**config.mk**
```make
export PLATFORM = sky130hd
export DESIGN_NAME = dds_period_meter_flat
export DESIGN_NICKNAME = d
export VERILOG_FILES = /design/src/rtl/dds_pkg.sv /design/src/rtl/dds_period_meter_if.sv /design/src/rtl/dds_crossing_detector.sv /design/src/rtl/dds_period_meter.sv /design/src/flat_wrapper.sv
export SDC_FILE = /design/constraint.sdc
export NUM_CORES = 1
export LEC_CHECK = 0
export BUFFER_PORTS_ARGS = -buffer_cell sky130_fd_sc_hd__buf_2
export CORE_MARGIN = 2
export CORE_UTILIZATION = 60
export DETAILED_ROUTE_END_ITERATION = 8
export GPL_TIMING_DRIVEN = 0
export PLACE_DENSITY = 0.92
export SLEW_MARGIN = 5
export SYNTH_ARGS = -nofsm -noshare
export SYNTH_HDL_FRONTEND = slang
export SYNTH_SLANG_ARGS = --single-unit
```
**constraint.sdc**
```tcl
create_clock -name sys_clk -period 2.9 [get_ports sys_clk]
set_input_delay 0.145 -clock sys_clk [delete_from_list [all_inputs] [get_ports sys_clk]]
set_output_delay 0.145 -clock sys_clk [all_outputs]
set_load 0.05 [all_outputs]
```
**src/rtl/dds_pkg.sv**
```systemverilog
// Shared types for the DDS receive-side period meter.
// Sample width, midscale, FSM state type and min/max helpers.
package dds_pkg;

  localparam int WAVE_W = 8;
  localparam logic [WAVE_W-1:0] WAVE_MID = 8'd128;

  typedef enum logic {
    SEARCH  = 1'b0,
    MEASURE = 1'b1
  } fsm_state_t;

  function automatic logic [WAVE_W-1:0] max_w(
    input logic [WAVE_W-1:0] a,
    input logic [WAVE_W-1:0] b
  );
    return (a > b) ? a : b;
  endfunction

  function automatic logic [WAVE_W-1:0] min_w(
    input logic [WAVE_W-1:0] a,
    input logic [WAVE_W-1:0] b
  );
    return (a < b) ? a : b;
  endfunction

endpackage

```
**src/rtl/dds_period_meter_if.sv**
```systemverilog
// Sample stream in / period result out bundle.
// master: stream source + result sink; slave: the meter.
// Signals: sample_valid, wave_in, period_out, period_valid,
// signal_lost; peak_max/peak_min with PEAK_DETECT_EN.
interface dds_period_meter_if
  import dds_pkg::*;
#(
  parameter int CNT_W = 24
) ();

  logic              sample_valid;
  logic [WAVE_W-1:0] wave_in;
  logic [CNT_W-1:0]  period_out;
  logic              period_valid;
  logic              signal_lost;

`ifdef PEAK_DETECT_EN
  logic [WAVE_W-1:0] peak_max;
  logic [WAVE_W-1:0] peak_min;

  modport master (
    output sample_valid, wave_in,
    input  period_out, period_valid,
    input  signal_lost, peak_max, peak_min
  );

  modport slave (
    input  sample_valid, wave_in,
    output period_out, period_valid,
    output signal_lost, peak_max, peak_min
  );
`else
  modport master (
    output sample_valid, wave_in,
    input  period_out, period_valid,
    input  signal_lost
  );

  modport slave (
    input  sample_valid, wave_in,
    output period_out, period_valid,
    output signal_lost
  );
`endif

endinterface

```
**src/rtl/dds_crossing_detector.sv**
```systemverilog
// Hysteresis level tracker with rising-edge output.
// Ports: clk, reset (sync, high), sample_valid, wave_in -> rise.
// rise is combinational on the sample that sets the level.
module dds_crossing_detector
  import dds_pkg::*;
#(
  parameter int HYST = 8
) (
  input  logic              clk,
  input  logic              reset,
  input  logic              sample_valid,
  input  logic [WAVE_W-1:0] wave_in,
  output logic              rise
);

  localparam logic [WAVE_W-1:0] HI_TH =
    WAVE_W'(int'(WAVE_MID) + HYST);
  localparam logic [WAVE_W-1:0] LO_TH =
    WAVE_W'(int'(WAVE_MID) - HYST);

  logic level;
  logic hi;
  logic lo;

  assign hi   = (wave_in >= HI_TH);
  assign lo   = (wave_in <= LO_TH);
  assign rise = sample_valid && hi && !level;

  always_ff @(posedge clk) begin
    if (reset) begin
      level <= 1'b0;
    end else if (sample_valid) begin
      if (hi) begin
        level <= 1'b1;
      end else if (lo) begin
        level <= 1'b0;
      end
    end
  end

endmodule

```
**src/rtl/dds_period_meter.sv**
```systemverilog
// Period meter: samples between rising mid-level crossings,
// averaged over AVG_PERIODS periods, with loss-of-signal flag.
// Ports: sys_clk, reset (sync, high), bus (slave modport).
// Optional PEAK_DETECT_EN: per-window min/max on peak_min/max.
module dds_period_meter
  import dds_pkg::*;
#(
  parameter int CNT_W       = 24,
  parameter int AVG_PERIODS = 4,
  parameter int HYST        = 8
) (
  input logic               sys_clk,
  input logic               reset,
  dds_period_meter_if.slave bus
);

  localparam int AVG_LOG = $clog2(AVG_PERIODS);
  localparam int ACC_W   = CNT_W + AVG_LOG;
  localparam int EDG_W   = AVG_LOG + 1;
  localparam logic [EDG_W-1:0] EDG_LAST =
    EDG_W'(AVG_PERIODS);

  fsm_state_t       state;
  logic [CNT_W-1:0] cnt;
  logic [CNT_W-1:0] cnt_inc;
  logic [ACC_W-1:0] acc;
  logic [ACC_W-1:0] acc_inc;
  logic [EDG_W-1:0] edges;
  logic [EDG_W-1:0] edges_inc;
  logic [CNT_W-1:0] avg;

  logic rise;
  logic meas;
  logic close;
  logic timeout;

  logic [CNT_W-1:0] period_q;
  logic             valid_q;
  logic             lost_q;

  dds_crossing_detector #(
    .HYST(HYST)
  ) u_xdet (
    .clk          (sys_clk),
    .reset        (reset),
    .sample_valid (bus.sample_valid),
    .wave_in      (bus.wave_in),
    .rise         (rise)
  );

  assign cnt_inc   = cnt + CNT_W'(1);
  assign acc_inc   = acc + ACC_W'(1);
  assign edges_inc = edges + EDG_W'(1);

  // Divide by a power of two: drop the low AVG_LOG bits.
  assign avg = acc_inc[ACC_W-1:AVG_LOG];

  assign meas = bus.sample_valid && (state == MEASURE);

  assign close = meas && rise &&
                 (edges_inc == EDG_LAST);

  // An edge on the timeout sample takes priority.
  assign timeout = meas && !rise && (cnt_inc == '1);

  always_ff @(posedge sys_clk) begin
    if (reset) begin
      state <= SEARCH;
      cnt   <= '0;
      acc   <= '0;
      edges <= '0;
    end else if (bus.sample_valid) begin
      unique case (state)
        SEARCH: begin
          cnt   <= '0;
          acc   <= '0;
          edges <= '0;
          if (rise) begin
            state <= MEASURE;
          end
        end
        MEASURE: begin
          if (rise) begin
            cnt <= '0;
            if (close) begin
              acc   <= '0;
              edges <= '0;
            end else begin
              acc   <= acc_inc;
              edges <= edges_inc;
            end
          end else if (timeout) begin
            state <= SEARCH;
          end else begin
            cnt <= cnt_inc;
            acc <= acc_inc;
          end
        end
      endcase
    end
  end

  always_ff @(posedge sys_clk) begin
    if (reset) begin
      period_q <= '0;
      valid_q  <= 1'b0;
      lost_q   <= 1'b0;
    end else begin
      valid_q <= close;
      if (close) begin
        period_q <= avg;
        lost_q   <= 1'b0;
      end else if (timeout) begin
        lost_q <= 1'b1;
      end
    end
  end

  assign bus.period_out   = period_q;
  assign bus.period_valid = valid_q;
  assign bus.signal_lost  = lost_q;

`ifdef PEAK_DETECT_EN
  logic [WAVE_W-1:0] run_max;
  logic [WAVE_W-1:0] run_min;
  logic [WAVE_W-1:0] nxt_max;
  logic [WAVE_W-1:0] nxt_min;
  logic [WAVE_W-1:0] pk_max;
  logic [WAVE_W-1:0] pk_min;

  assign nxt_max = max_w(run_max, bus.wave_in);
  assign nxt_min = min_w(run_min, bus.wave_in);

  // After a commit the running regs go to their identity
  // values so the following sample restarts the window.
  always_ff @(posedge sys_clk) begin
    if (reset) begin
      run_max <= '0;
      run_min <= '1;
      pk_max  <= '0;
      pk_min  <= '1;
    end else if (bus.sample_valid) begin
      unique case (state)
        SEARCH: begin
          if (rise) begin
            run_max <= bus.wave_in;
            run_min <= bus.wave_in;
          end
        end
        MEASURE: begin
          if (close) begin
            pk_max  <= nxt_max;
            pk_min  <= nxt_min;
            run_max <= '0;
            run_min <= '1;
          end else begin
            run_max <= nxt_max;
            run_min <= nxt_min;
          end
        end
      endcase
    end
  end

  assign bus.peak_max = pk_max;
  assign bus.peak_min = pk_min;
`endif

endmodule
```
**src/flat_wrapper.sv**
```systemverilog
// flat-port wrapper written by rule: the top's interface ports become plain ports
module dds_period_meter_flat import dds_pkg::*;
#(
  parameter int CNT_W       = 24,
  parameter int AVG_PERIODS = 4,
  parameter int HYST        = 8
)
  (sys_clk, reset, bus_sample_valid, bus_wave_in, bus_period_out, bus_period_valid, bus_signal_lost);
  dds_period_meter_if #(.CNT_W(CNT_W)) bus_i ();
  input logic sys_clk;
  input logic reset;
  input wire logic [$bits(bus_i.sample_valid)-1:0] bus_sample_valid;
  input wire logic [$bits(bus_i.wave_in)-1:0] bus_wave_in;
  output wire logic [$bits(bus_i.period_out)-1:0] bus_period_out;
  output wire logic [$bits(bus_i.period_valid)-1:0] bus_period_valid;
  output wire logic [$bits(bus_i.signal_lost)-1:0] bus_signal_lost;
  assign bus_i.sample_valid = bus_sample_valid;
  assign bus_i.wave_in = bus_wave_in;
  assign bus_period_out = bus_i.period_out;
  assign bus_period_valid = bus_i.period_valid;
  assign bus_signal_lost = bus_i.signal_lost;
  dds_period_meter #(.CNT_W(CNT_W), .AVG_PERIODS(AVG_PERIODS), .HYST(HYST)) u_core (.sys_clk(sys_clk), .reset(reset), .bus(bus_i));
endmodule
```
# After elaboration in Yosys (flattened, before gate mapping)
# Index checks and enable logic that the tools add are counted.
# W data, S select, Z words.
[word_totals]
ff_bits = 81
latch_bits = 0
mem_bits_rw = 0
rom_bits = 0
inputBits = 11
output_inout_bits = 26
elab_cells = 48
mem_count = 0
[classes]
add_sub_neg = 3
n_mul = 0
div = 0
order_cmp = 2
n_eq_ne = 4
n_shift = 0
mux = 16
bitwise_logic = 1
reduce_logical = 14
[ops]
columns = ["operator", "n"]
rows = [
  ["$mux W26", 3],
  ["$pmux W26 S2", 1],
  ["$mux W24", 2],
  ["$pmux W24 S2", 1],
  ["$add A26 B1 Y26 const B", 1],
  ["$add A24 B1 Y24 const B", 1],
  ["$eq A24 B24 Y1 const B", 1],
  ["$ge A8 B8 Y1 const B", 1],
  ["$le A8 B7 Y1 const B", 1],
  ["$logic_and A1 B1 Y1", 7],
  ["$mux W3", 2],
  ["$pmux W3 S2", 1],
  ["$reduce_and A2 Y1", 3],
  ["$mux W1", 5],
  ["$add A3 B1 Y3 const B", 1],
  ["$eq A3 B3 Y1 const B", 1],
  ["$ne A3 B3 Y1 const B", 1],
  ["$logic_not A1 Y1", 2],
  ["$ne A2 B2 Y1 const B", 1],
  ["$pmux W1 S2", 1],
  ["$reduce_bool A2 Y1", 1],
  ["$reduce_or A2 Y1", 1],
  ["$not A1 Y1", 1],
]

# Longest topological paths before layout
# Gate-level depths: netlist of the first run.
[depth]
word_depth = 9
ltp_mapped = 11
ltp_nobuf = 9

# Modules after synthesis
# A second synthesis of the first run with hierarchy kept.
[unflattened]
cells_unflattened = 543
area_unflattened_um2 = 4315.4
[by_module_without_submodules]
columns = ["mod", "n_inst", "cells_each", "area_each_um2", "seq_area_each_um2"]
rows = [
  ["dds_period_meter", 1, 533, 4244.1, 1601.5],
  ["dds_crossing_detector", 1, 10, 71.3, 20.0],
]

# Worst setup path before layout of the first run
# Ideal clock, no wire load.
[synth_path]
path_kind = "register -> register"
start = "reg u_core.cnt[0]"
end = "reg u_core.acc[24]"
setup_ns = 0.128
arrival_ns = 2.505
t_required_ns = 2.772
path_slack_ns = 0.267
stages_incl_launch_ff = 12
path_buffers = 3
synth_period_minus_slack_ns = 2.633
path_cell_list = "dfxtp_1 -> ha_1 -> nand3_1 -> or4_1 -> clkbuf_1 -> nor3_1 -> o2111ai_2 -> o31ai_2 -> or2_2 -> clkbuf_1 -> buf_2 -> o32ai_1"
[synth_via]
elab_chain_cells = 5
[synth_lines]
columns = ["element", "line_no", "text"]
rows = [
  ["start: declaration", "dds_period_meter.sv:24", "logic [CNT_W-1:0] cnt;"],
  ["start signal: assignment", "dds_period_meter.sv:95", "cnt <= cnt_inc;"],
  ["$add A24 B1 Y24", "dds_period_meter.sv:51", "assign cnt_inc = cnt + CNT_W'(1);"],
  ["$eq A24 B24 Y1", "dds_period_meter.sv:64", "assign timeout = meas && !rise && (cnt_inc == '1);"],
  ["$logic_and A1 B1 Y1", "dds_period_meter.sv:64", ""],
  ["$ne A3 B3 Y1 (no line)", "-", ""],
  ["$reduce_and A2 Y1 (no line)", "-", ""],
  ["end signal: assignment", "dds_period_meter.sv:89", "acc <= acc_inc;"],
  ["end signal: assignment", "dds_period_meter.sv:96", "acc <= acc_inc;"],
  ["end: declaration", "dds_period_meter.sv:26", "logic [ACC_W-1:0] acc;"],
]
# Every way passes these cells.
# A chain may end at the register's enable or synchronous reset.

# Worst setup path after layout of the first run
[layout_path]
start = "reg u_core.cnt[0]"
end = "reg u_core.acc[19]"
# The elaborated chain is that of the path after synthesis.

==> metrics.cfg, run 1 <==
[run_status]
outcome=finished clean

[sta]
worst_pin_slew_ps=789
fmax_ghz=0.361
slew_viol_final=0
slew_headroom_pct=47.0
setup_viol=0
setup_slack_ps=127
period_needed_ps=2770
skew_ps=15.0
final_hold_viol_count=0
rsz0062_at_grt=false
period_share_pct=95.6

[setup_path]
reg2reg_slack_ps=130
path_max_fanout=10
cp-start-kind=flip-flop
worstSetupEndpointType=flip-flop
cp.arrival_ps=3040
cp.required_ps=3170
worstSetupPathType=reg2reg

[cells_and_area]
drive_gt1_share_pct=15.6
final_cell_area_sq_um=5010
fin_cells=703
area_delta_synth_final_pct=14.3
nNetsFinal=615
fin_util_pct=69.8
n_antenna_cell=0

[clock_network]
h-tree-depth=3
numCtsBuffers=9
cts_hold_buf=0
cts_tree=done
cts.path.max_buffers=2
clkSlewWorstSetupHoldPaths_ps=90
cts_sinks=81
insertion_delay_ps=370
cts_root_buf=clkbuf_8

[drt]
drt-total-wl_microns=12900
drt_first_pass_iters=5
vias_per_cell=6.50
drtIter0Drc=392
wl_per_cell_microns=18.3
vias=4569
final_antenna_net_count=0
route.detailed.drc=0

[global_route]
grt_pass1_wl_microns=19700
grt_max_degree=16
grt-ovfl-total=0
grt_pass1_vias=4184
groute.usage.overall_pct=32.0
antenna_found_initial=0

[synthesis]
ys_warn_count=0
synth_edf_count=0
synth.most_common_cell=dfxtp_1
synthesis.nets=569
synth_cells=553
synth.area.top_cells=dfxtp_1 (37%), nor2_1 (6.0%), o21ai_0 (4.8%), xnor2_1 (4.6%), a211oi_1 (3.8%)
muxShareOfSynthArea_pct=0.514
synthTopCellsByCount=dfxtp_1 (81), nor2_1 (70), o21ai_0 (42), nand2_1 (37), clkbuf_1 (31)
seq_area_frac_synth_pct=37.0
synth_cell_type_count=50
syn-cell-area_sq_um=4380
netlist.area_leader.share_pct=37.0
ys_ff_latch=81
synth_xor_area_share_pct=5.80
yosys.area_share.simple_pct=30.0
synth-compound-area-share_pct=19.8
yosysTopAreaCell=dfxtp_1
avgSynthCellArea_sq_um=7.92
synthAdderAreaFrac_pct=1.43
synth_ff_type=dfxtp_1
ys_async_sr_fraction_pct=0
synth_top_family_by_area=simple AND/OR/NAND/NOR gates

[die]
num_rows=31
coreArea_sq_um=7180
die_area_sq_um=8000
die_y_microns=89.4
die_x_microns=89.4
io_pins=37
start_util_pct=61.0

[pwr]
power_mw=2.05
ir_worst_vdd_v=0.000213
p_per_area_nw_per_um2=409
p_leak_nw=1.66

[placed_design]
dpl.hpwl_microns=8810
dp.cells=688
placed_cell_area_sq_um=4680
portBuffers=36
gp_congestion=0.966
place_ws_ps=-340

[job]
max-cap-violations=0

[hold_path]
hp-class=in2reg

==> placed cells by master (no fill, tap or decap), types with 15 or more instances in the layout <==
cell and count:
nand3b_1 15, or3_1 19, o21ai_0 42, inv_1 20
a211oi_1 22, a21oi_1 28, buf_2 37, or4_1 17
nand3_1 23, clkbuf_1 27, xnor2_1 23, dfxtp_1 71
nand2_1 37, nor2_1 70
==> what timing repair did <==
| item | CTS | global route |
|---|---|---|
| gates cloned | 0 | 1 |
| pin swaps | 0 | 2 |
| resized for setup | 17 | 23 |
| setup endpoints to repair | 46 | 45 |
| setup buffers | 0 | 1 |
==> power breakdown <==
part	internal (mW)	switching (mW)	leakage, nW	total [mW]
registers	1.11	0.00392	0.658	1.12
logic	0.0466	0.112	0.907	0.158
clock network	0.320	0.455	0.0915	0.775
total	1.48	0.570	1.66	2.05
==> kinds of logic after synthesis <==
family | count (synthesis)
simple gates | 246
compound gates | 131
flops | 81
buf+inv | 59
xor+xnor | 29
fa+ha+maj | 5
mux | 2
==> critical path, cell delays in order (launching register included) <==
cell and delay [ps]:
dfxtp_4 390, inv_1 70, ha_1 150, nand4_1 130, or4_1 460, a221oi_2 210, o2111ai_2 180, o31ai_4 390
buf_6 200, buf_6 160, a21oi_1 80, o32ai_2 260
==> worst paths after layout <==
path                                     startpoint                  end  cells past startpoint
worst max register to register        u_core.cnt[0]       u_core.acc[19]                     11
worst min register to register  u_core.u_xdet.level  u_core.u_xdet.level                      2
worst min-delay path                          reset       u_core.acc[23]                      3
worst max-delay path                  u_core.cnt[0]       u_core.acc[19]                     11
==> per-stage QoR <==
step | setup TNS [ps] | hold slack [ps]
after global routing | 0 | 175
after global placement | -4720 | 458
final | 0 | 147
after CTS | 0 | 143
after floorplan | 0 | 330
after detailed placement | -9660 | 477
==> per-layer routing <==
layer | part of all wire (%) | routed length, microns | global-route usage [%] | up-vias
met3 | 9.0 | 1160 | 6.46 | 61
met4 | 4.2 | 535 | 18.0 | 0
li1 | - | - | - | 2108
met1 | 38 | 4840 | 37.8 | 2121
met2 | 49 | 6320 | 54.1 | 279
met5 | 0 | 0 | 0 | -
==> sequential cells by signal, summed over array words and instances, names as in the netlist <==
| register | count |
|---|---|
| u_core.acc | 26 |
| u_core.bus.period_out | 24 |
| u_core.cnt | 24 |
| u_core.edges | 3 |
| u_core.bus.period_valid | 1 |
| u_core.bus.signal_lost | 1 |
| u_core.state | 1 |
| u_core.u_xdet.level | 1 |
==> cell type report <==
type	instances	area [sq um]
Tap cell	99	124
Fill cell	571	2170
Buffer	36	181
Clock inverter	7	55.1
Sequential cell	81	1640
Clock buffer	9	124
Timing Repair Buffer	38	193
Multi-Input combinational cell	413	2620
Inverter	20	75.1
Note: power is estimated with default switching activity, not from simulation.
==> run 2: changes to the inputs <==
Settings changed: CORE_UTILIZATION 60 to 54, PLACE_DENSITY 0.92 to 0.88.
Clock period 2.9 ns to 2.4 ns, I/O delays scaled along.
==> metrics.cfg, run 2 (synthesis gave the netlist of run 1 again) <==
[run_status]
outcome=complete, but fails checks
failed_checks=design-rule violations, negative setup slack

[placed_design]
dp.cells=691  ; +0.44%
place_ws_ps=-835  ; -495 ps
portBuffers=36  ; unchanged
dpl.hpwl_microns=8740  ; -0.85%
gp_congestion=0.943  ; -2.4%

[cells_and_area]
multiInputGateArea_sq_um=2940  ; +12%
fin_cells=738  ; +5.0%
drive_gt1_share_pct=29.7  ; +14 points
nNetsFinal=647  ; +5.2%
top_register=u_core.acc
seq_area_sq_um=1680  ; +2.2%
area_delta_synth_final_pct=32.8
n_antenna_cell=0  ; unchanged
layout_commonest_cell=nor2_1
final_cell_mix=nor2_1 (68), dfxtp_1 (62), buf_2 (37)
largest_reg_flops=26  ; unchanged
n_fill_cell=449  ; -21%

[global_route]
met1_usage_pct=41.1  ; +3.3 points
grt_use_met3_pct=6.90  ; +0.44 points
use_met2_pct=55.2  ; +1.1 points
groute.usage.overall_pct=33.6  ; +1.6 points
top_usage_layer=met2
grt-ovfl-total=0  ; unchanged
antenna_found_initial=0  ; unchanged
grt_pass1_vias=4618  ; +10%
grt_pass1_wl_microns=23300  ; +19%
grt_max_degree=15  ; -1

[sta]
period_share_pct=125  ; +30 points
fmax_ghz=0.333  ; -7.7%
setup_viol=53  ; +53
slew_headroom_pct=40.2  ; -6.8 points
rsz0062_at_grt=true
skew_ps=19.5  ; +4.55 ps
setup_slack_ps=-604  ; -731 ps
final_hold_viol_count=0  ; unchanged
period_needed_ps=3000  ; +231 ps
slew_viol_final=0  ; unchanged
worst_pin_slew_ps=897  ; +108 ps

[drt]
drtIter0Drc=1102  ; +180%
vias=5428  ; +19%
final_antenna_net_count=0  ; unchanged
drt-total-wl_microns=18200  ; +42%
vias_per_cell=7.36  ; +13%
route.detailed.drc=28  ; +28
wl_per_cell_microns=24.7  ; +35%
drt_first_pass_iters=9  ; +4

[die]
die_area_sq_um=8850  ; +11%
io_pins=37  ; unchanged
die_x_microns=94.1  ; +5.2%
num_rows=32  ; +3.2%
start_util_pct=56.1  ; -4.9 points
coreArea_sq_um=7810  ; +8.8%
die_y_microns=94.1  ; +5.2%

[hold_path]
hp-class=in2reg
min_from=reset
holdPathEnd=u_core.acc[23]
holdPathStages=3  ; unchanged

[clock_network]
cts_tree=done
cts_hold_buf=0  ; unchanged
cts_sinks=81  ; unchanged
cts.path.max_buffers=2  ; unchanged
insertion_delay_ps=380  ; about the same
cts_root_buf=clkbuf_8
clkSlewWorstSetupHoldPaths_ps=100  ; about the same
h-tree-depth=3  ; unchanged
numCtsBuffers=9  ; unchanged

[setup_path]
max_stage_delay_ps=430  ; -30 ps
crit_chain=ha_4 > nand3_2 > or4_4 > buf_8 > o21a_1 > o2111ai_2 > o31ai_4 > buf_6 > buf_6 > or4_1 > a21oi_1
r2r_end=u_core.acc[9]
cp-start-kind=flip-flop
path_max_fanout=8  ; -2
cp.depth=11  ; unchanged
path_delay_family=simple AND/OR/NAND/NOR gates
worstSetupEndpointType=flip-flop
reg2reg_slack_ps=-600  ; -730 ps
cp_num_buf_inv=3  ; unchanged
worstSetupPathType=reg2reg
timing.rr.start=u_core.cnt[0]
cp.required_ps=2680  ; -490 ps
crit_path_frequent_cell=buf_6
cp.arrival_ps=3280  ; +240 ps
cp_slowest_cell=dfxtp_4
ff2ff_path_depth=11  ; unchanged

[pwr]
ir_worst_vdd_v=0.000337  ; +58%
p_leak_nw=2.07  ; +25%
p_per_area_nw_per_um2=472  ; +15%

[job]
max-cap-violations=0  ; unchanged

## run 2: how the worst max path moves through the flow
stage	start	to	slack, ps
final	u_core.cnt[0]	u_core.acc[9]	-600
after global routing	u_core.cnt[0]	u_core.acc[9]	-640
after CTS	u_core.cnt[0]	u_core.acc[7]	-280
after global placement	bus_wave_in[6]	u_core.acc[10]	-790
after detailed placement	bus_wave_in[6]	u_core.acc[11]	-830
after floorplan	u_core.cnt[9]	u_core.cnt[3]	-30
## run 2: routing by layer
| metal | vias to the layer above | wire length, microns |
|---|---|---|
| met5 | - | 0 |
| li1 | 2176 | - |
| met1 | 2446 | 6170 |
| met4 | 0 | 1650 |
| met3 | 228 | 2570 |
| met2 | 578 | 7850 |
## run 2: worst reg2reg max path: cells and delay by family, from the launching register on
| family | cells | cell delay, ps |
|---|---|---|
| and+or+nand+nor | 3 | 950 |
| AOI/OAI and AO/OA | 4 | 840 |
| buffers and inverters | 3 | 470 |
| DFF | 1 | 430 |
| adders and majority gates | 1 | 210 |
## run 2: where the power goes
part	internal (mW)	switching [mW]	leakage [nW]
registers	1.33	0.00619	0.666
clock network	0.544	0.582	0.102
logic	0.100	0.180	1.30
## run 2: what timing repair did
item	in CTS	in global routing
pin swaps	17	22
gates cloned	4	1
setup endpoints to repair	58	60
resized for setup	75	51
buffers inserted	18	11
## run 2: per-stage QoR
step / cell area, sq um / setup TNS [ps] / utilization (%) / hold WS (ps) / power (mW)
floorplan: 4450 / -96.3 / - / 305 / 1.49
global placement: 4760 / -36590 / 61.0 / 464 / 1.55
detailed placement: 4760 / -38370 / 61.0 / 473 / 1.55
CTS: 5480 / -10240 / 70.2 / 110 / 2.65
global route: 5820 / -23550 / 74.5 / 178 / 2.77
finish: 5820 / -21170 / 74.5 / 170 / 2.75
## run 2: area by class of cell
cell class / count / share of cell area (%)
plain buffers: 37 / 4.04
clock buffers: 11 / 2.60
clock inverters: 5 / 1.08
inverters: 20 / 1.29
multi-input cells: 413 / 50.6
flip-flops and latches: 81 / 28.8
well taps: 102 / 2.19
repair buffers: 69 / 9.40
